<file path="config.mk">
export PLATFORM = sky130hd
export DESIGN_NAME = uart_tx_fifo
export DESIGN_NICKNAME = d
export VERILOG_FILES = /design/src/rtl/uart_pkg.sv /design/src/rtl/uart_sync_fifo.sv /design/src/rtl/uart_tx_fifo.sv
export SDC_FILE = /design/constraint.sdc
export NUM_CORES = 1
export LEC_CHECK = 0
export CORE_UTILIZATION = 55
export DETAILED_ROUTE_END_ITERATION = 8
export GPL_TIMING_DRIVEN = 0
export PLACE_DENSITY_LB_ADDON = 0.12
export SETUP_SLACK_MARGIN = 0.4
export SYNTH_ARGS = -nofsm -noshare
export SYNTH_HDL_FRONTEND = slang
export SYNTH_SLANG_ARGS = --single-unit
</file>
<file path="constraint.sdc">
create_clock -name system_clk -period 3.7 [get_ports system_clk]
set_clock_uncertainty 0.15 [all_clocks]
set_input_delay 0.37 -clock system_clk [delete_from_list [all_inputs] [get_ports system_clk]]
set_output_delay 0.37 -clock system_clk [all_outputs]
set_load 0.02 [all_outputs]
</file>
<file path="src/rtl/uart_pkg.sv">
// uart_pkg: shared UART parity codes and transmitter state encoding
package uart_pkg;
  localparam int PAR_NONE = 0;
  localparam int PAR_ODD  = 1;
  localparam int PAR_EVEN = 2;
  typedef enum logic [2:0] {IDLE, START, DATA, PARITY, STOP} tx_state_t;
endpackage

</file>
<file path="src/rtl/uart_sync_fifo.sv">
// uart_sync_fifo: single-clock FIFO with occupancy count and registered-only read side
module uart_sync_fifo #(
  parameter int WIDTH = 8,
  parameter int DEPTH = 16,
  localparam int AW = $clog2(DEPTH),
  localparam int CW = AW + 1
) (
  input  logic             system_clk,
  input  logic             reset,
  input  logic             push,
  input  logic             pop,
  input  logic [WIDTH-1:0] din,
  output logic [WIDTH-1:0] dout,
  output logic [CW-1:0]    count,
  output logic             full,
  output logic             empty
);
  logic [WIDTH-1:0] mem_q [DEPTH];
  logic [AW-1:0] wr_ptr_q, wr_ptr_d, rd_ptr_q, rd_ptr_d;
  logic [CW-1:0] count_q, count_d;
  logic do_push, do_pop;
  always_comb begin
    do_push = push && !full;
    do_pop = pop && !empty;
    wr_ptr_d = wr_ptr_q + AW'(do_push);
    rd_ptr_d = rd_ptr_q + AW'(do_pop);
    count_d = count_q + CW'(do_push) - CW'(do_pop);
  end
  always_ff @(posedge system_clk) begin
    if (!reset) begin
      wr_ptr_q <= '0;
      rd_ptr_q <= '0;
      count_q <= '0;
    end else begin
      wr_ptr_q <= wr_ptr_d;
      rd_ptr_q <= rd_ptr_d;
      count_q <= count_d;
    end
  end
  always_ff @(posedge system_clk) begin
    if (do_push) mem_q[wr_ptr_q] <= din;
  end
  assign dout = mem_q[rd_ptr_q];
  assign count = count_q;
  assign full = count_q == CW'(DEPTH);
  assign empty = count_q == '0;
endmodule

</file>
<file path="src/rtl/uart_tx_fifo.sv">
// uart_tx_fifo: configurable-frame UART transmitter paced by baud_tick, fed from an internal FIFO
module uart_tx_fifo
  import uart_pkg::*;
#(
  parameter int DATA_BITS = 8,
  parameter int PARITY = 0,
  parameter int STOP_BITS = 1,
  parameter int FIFO_DEPTH = 16,
  parameter int CNT_W = $clog2(FIFO_DEPTH) + 1
) (
  input  logic                 system_clk,
  input  logic                 reset,
  input  logic                 baud_tick,
  input  logic [DATA_BITS-1:0] din,
  input  logic                 wr_en,
  output logic                 full,
  output logic [CNT_W-1:0]     fifo_count,
  output logic                 overflow,
  output logic                 tx,
  output logic                 tx_busy
);
  localparam int BW = $clog2(DATA_BITS);
  if (PARITY < 0 || PARITY > 2 || !(STOP_BITS == 1 || STOP_BITS == 2) || DATA_BITS < 5 || DATA_BITS > 9 ||
      FIFO_DEPTH < 2 || (FIFO_DEPTH & (FIFO_DEPTH - 1)) != 0 || CNT_W != $clog2(FIFO_DEPTH) + 1) begin : g_bad_param
    $error("uart_tx_fifo: illegal parameter set");
  end
  tx_state_t state_q, state_d;
  logic [DATA_BITS-1:0] shift_q, shift_d, head;
  logic [BW-1:0] bit_cnt_q, bit_cnt_d;
  logic par_q, par_d, tx_q, tx_d, overflow_q, overflow_d;
  logic pop, empty, last_data, last_stop;
  uart_sync_fifo #(.WIDTH(DATA_BITS), .DEPTH(FIFO_DEPTH)) u_fifo (
    .system_clk(system_clk),
    .reset(reset),
    .push(wr_en),
    .pop(pop),
    .din(din),
    .dout(head),
    .count(fifo_count),
    .full(full),
    .empty(empty)
  );
  assign last_data = bit_cnt_q == BW'(DATA_BITS - 1);
  assign last_stop = bit_cnt_q == BW'(STOP_BITS - 1);
  always_ff @(posedge system_clk) begin
    if (!reset) begin
      state_q <= IDLE;
      shift_q <= '0;
      bit_cnt_q <= '0;
      par_q <= 1'b0;
      tx_q <= 1'b1;
      overflow_q <= 1'b0;
    end else begin
      state_q <= state_d;
      shift_q <= shift_d;
      bit_cnt_q <= bit_cnt_d;
      par_q <= par_d;
      tx_q <= tx_d;
      overflow_q <= overflow_d;
    end
  end
  always_comb begin
    state_d = state_q;
    if (baud_tick) begin
      case (state_q)
        IDLE:             state_d = empty ? IDLE : START;
        START:            state_d = DATA;
        DATA:             state_d = !last_data ? DATA : PARITY != PAR_NONE ? uart_pkg::PARITY : STOP;
        uart_pkg::PARITY: state_d = STOP;
        STOP:             state_d = !last_stop ? STOP : empty ? IDLE : START;
        default:          state_d = IDLE;
      endcase
    end
  end
  always_comb begin
    shift_d = shift_q;
    bit_cnt_d = bit_cnt_q;
    par_d = par_q;
    tx_d = tx_q;
    pop = 1'b0;
    overflow_d = wr_en && full;
    if (baud_tick) begin
      case (state_q)
        START: begin
          tx_d = shift_q[0];
          bit_cnt_d = '0;
        end
        DATA: begin
          shift_d = shift_q >> 1;
          tx_d = last_data ? (PARITY != PAR_NONE ? par_q : 1'b1) : shift_q[1];
          bit_cnt_d = last_data ? '0 : bit_cnt_q + 1'b1;
        end
        uart_pkg::PARITY: tx_d = 1'b1;
        STOP: bit_cnt_d = bit_cnt_q + 1'b1;
        default: ;
      endcase
      if (state_d == START) begin
        pop = 1'b1;
        shift_d = head;
        par_d = (^head) ^ (PARITY == PAR_ODD);
        tx_d = 1'b0;
      end
    end
  end
  assign tx = tx_q;
  assign overflow = overflow_q;
  assign tx_busy = state_q != IDLE || !empty;
endmodule

</file>
==> run metrics <==
status complete, but fails checks; failing checks DRC; Final period util between 80 and 90%; synth unique cells 50; drt drc 6; clock latency on the worst-skew pair 0.43 ns; slew of the pin with the lowest slew margin 0.8883 ns; CTS Buf Count 17; crit path DAT 2.96 ns; Max Cap Viol 0; Commonest cells post-synth edfxtp_1 (128), nor2_1 (36), mux4_2 (32); total track usage 21.98%; global-route wire length before repair 19.24 mm; hold buffers post-CTS 0; sw frac 26.89%; Initial Utilization 57.02%; Post-synth top flop edfxtp_1; Clock Path Buffers 2; Max H-tree Level 4; DR WL/cell 21.36 um; Rows 39; Max Clk Rate 326.5 MHz; sequential share of power 42.6%; placed cell areas roughly 0.0069 mm2; total clock sinks 157; Vias between 3000 and 4000; CP top delay family simple AND/OR/NAND/NOR gates; placed insts 555; number of flops mapped to enable cells by yosys 128; syn nets approximately 420; largest net degree at the start of global routing 17; CTS root buffer clkbuf_16; vias per inst around 5.9; post-route cell area 0.007541 mm2; Die Span Y around 110 um; worst-path maximum fanout 8; Buf+Inv Stages, Crit Path 1; crit-path max cell delay 0.69 ns; Area contributors post-synth edfxtp_1 (59%), mux4_2 (11%), dfxtp_1 (8.8%), ha_1 (2.5%), nor2_1 (2.1%); Total Power slightly below 5 mW; leak pwr 2.529 nW; RSZ-0062 raised after global routing false; sw power ~1.3 mW; pwr/cell area 656.5 mW/mm2; crit path kind register to register; Final Hold Vio Count 0; CTS tree yes; DRT Wirelength 12.60 mm; Combinational Power Share roughly 24%; Slew Limit Fails 0; layout cells sized above 1 22.82%; Worst slew margin 40.56%; Cell Chain, Critical Path inv_1 -> ha_1 -> and4bb_2 -> nor2b_1 -> or3b_1 -> nor2_1; nets between 400 and 500; Tmin final 3.062 ns; area leader, netlist edfxtp_1; Ant. Diodes 0; antenna-violating nets left 0; clock power share 33.2%; endpoints failing setup 0; CP startpoint kind register; Die Span X 111.3 um; Synth Warn # 0; Crit-path slowest cell nor2_1; Synth Cell Area 0.006566 mm2; setup TNS 0 ns; count leader, synth edfxtp_1; internal power 3.620 mW; IR drop worst, VDD 0.4162 mV; Hold/Removal Path Class input port to register; ys async rst share 0%; DIE AREA 0.01238 mm2; #FFs+latches synth 157; antenna violations before repair 0; Mapped Cells 393; number of global-route vias before repair roughly 3400; post-synthesis area per instance 16.71 um2; drt first pass iters 7; gr ovfl total 0; Reg clk slew, reported paths 0.06 ns; post-route insts no fill 590; Initial DRC Count ~330; I/O pin cnt 21; Area growth syn-to-layout 14.84%; data required time of the critical path 3.59 ns; global placer's final weighted congestion about 0.8; core area 0.01152 mm2; crit end category register; IO Port Bufs 19; HPWL Detailed between 8 and 9 mm; share of the synthesized area in the top cell type between 50 and 60%; post-synthesis sequential area ratio 67.38%; Fillers 822
## per-layer routing
layer	GRT usage, %	up-vias	part of all wire [%]
met3	4.757	20	6.0
met2	34.08	107	49
met5	0	-	0
met4	9.820	0	2.1
li1	-	1614	-
met1	30.11	1738	42
## worst register-to-register path, stage by stage (launching register included)
cell and delay (ns):
dfxtp_1 0.35, inv_1 0.07, ha_1 0.21, and4bb_2 0.25, nor2b_1 0.47, or3b_1 0.50, nor2_1 0.69
## repair_timing
item                                    4_1_cts  5_1_grt
gates resized for setup                       1        2
pin swaps                                     1        0
endpoints found under the setup margin        9       17
setup buffers                                 1        3
## final cells by class
cell class	count	area, um2	share of cell area, %
Clock buffer	20	436.7	5.791
Buffer	23	152.6	2.024
Multi-Input combinational cell	201	1964	26.05
Clock inverter	11	118.9	1.576
Timing Repair Buffer	23	220.2	2.920
Tap cell	143	178.9	2.373
Sequential cell	157	4424	58.67
Inverter	12	45.04	0.5973
## path summary, 6_finish.rpt
check	startpoint	endpoint	slack [ns]	depth (start not counted)
min	baud_tick	state_q[2]	0.16	4
max reg2reg	u_fifo.count[2]	u_fifo.mem_q[4][4]	0.64	6
max	u_fifo.count[2]	u_fifo.mem_q[4][4]	0.64	6
min reg2reg	shift_q[7]	shift_q[7]	0.33	2
## flip-flops by register name (all words and copies together) (netlist names)
| name | count |
|---|---|
| state_q | 3 |
| overflow | 1 |
| u_fifo.mem_q | 128 |
| shift_q | 8 |
| tx | 1 |
| u_fifo.count | 5 |
| bit_cnt_q | 3 |
| u_fifo.wr_ptr_q | 4 |
| u_fifo.rd_ptr_q | 4 |
## cell families (layout without fill, tap and decap cells)
logic type | Yosys count | count (layout) | synth area share [%]
flops | 157 | 157 | 67.38
simple gates | 100 | 100 | 8.423
buf+inv | 35 | 89 | 3.011
compound gates | 46 | 46 | 6.212
fa+ha+maj | 14 | 14 | 2.782
mux | 33 | 33 | 11.13
xor+xnor | 8 | 8 | 1.067
## power groups by stage
stage	Sequential, mW	Combinational (mW)	Clock [mW]
2_1_floorplan	2.16	0.845	0
3_3_place_gp	2.14	1.14	0
3_5_place_dp	2.15	1.17	0
4_1_cts	2.11	1.19	1.66
5_1_grt	2.12	1.31	1.73
6_report	2.11	1.20	1.64
## through the flow
step,utilization [%],hold slack [ns],worst slack [ns]
after floorplan,-,0.3090,0.4411
final,65.48,0.1553,0.6375
after global routing,65.48,0.1735,0.4305
after global placement,60.22,0.3247,0.3224
after detailed placement,60.22,0.3327,0.2636
after CTS,65.16,0.1389,0.4240
## cells in the final DEF, fill, tap and decap left out, types with 5 or more instances in the layout
master / n
a2111oi_2: 6
inv_1: 12
buf_4: 5
clkbuf_1: 10
ha_1: 13
nand3b_1: 5
mux4_2: 32
nor2_1: 36
buf_6: 5
nand2_1: 5
clkdlybuf4s50_1: 19
nor2_2: 6
buf_2: 7
a22o_1: 12
nand2b_1: 7
dfxtp_1: 29
nand3_1: 6
and2_1: 6
clkbuf_16: 17
nor3_1: 10
a21oi_1: 10
edfxtp_1: 128
Note: power is estimated with default switching activity, not from simulation.
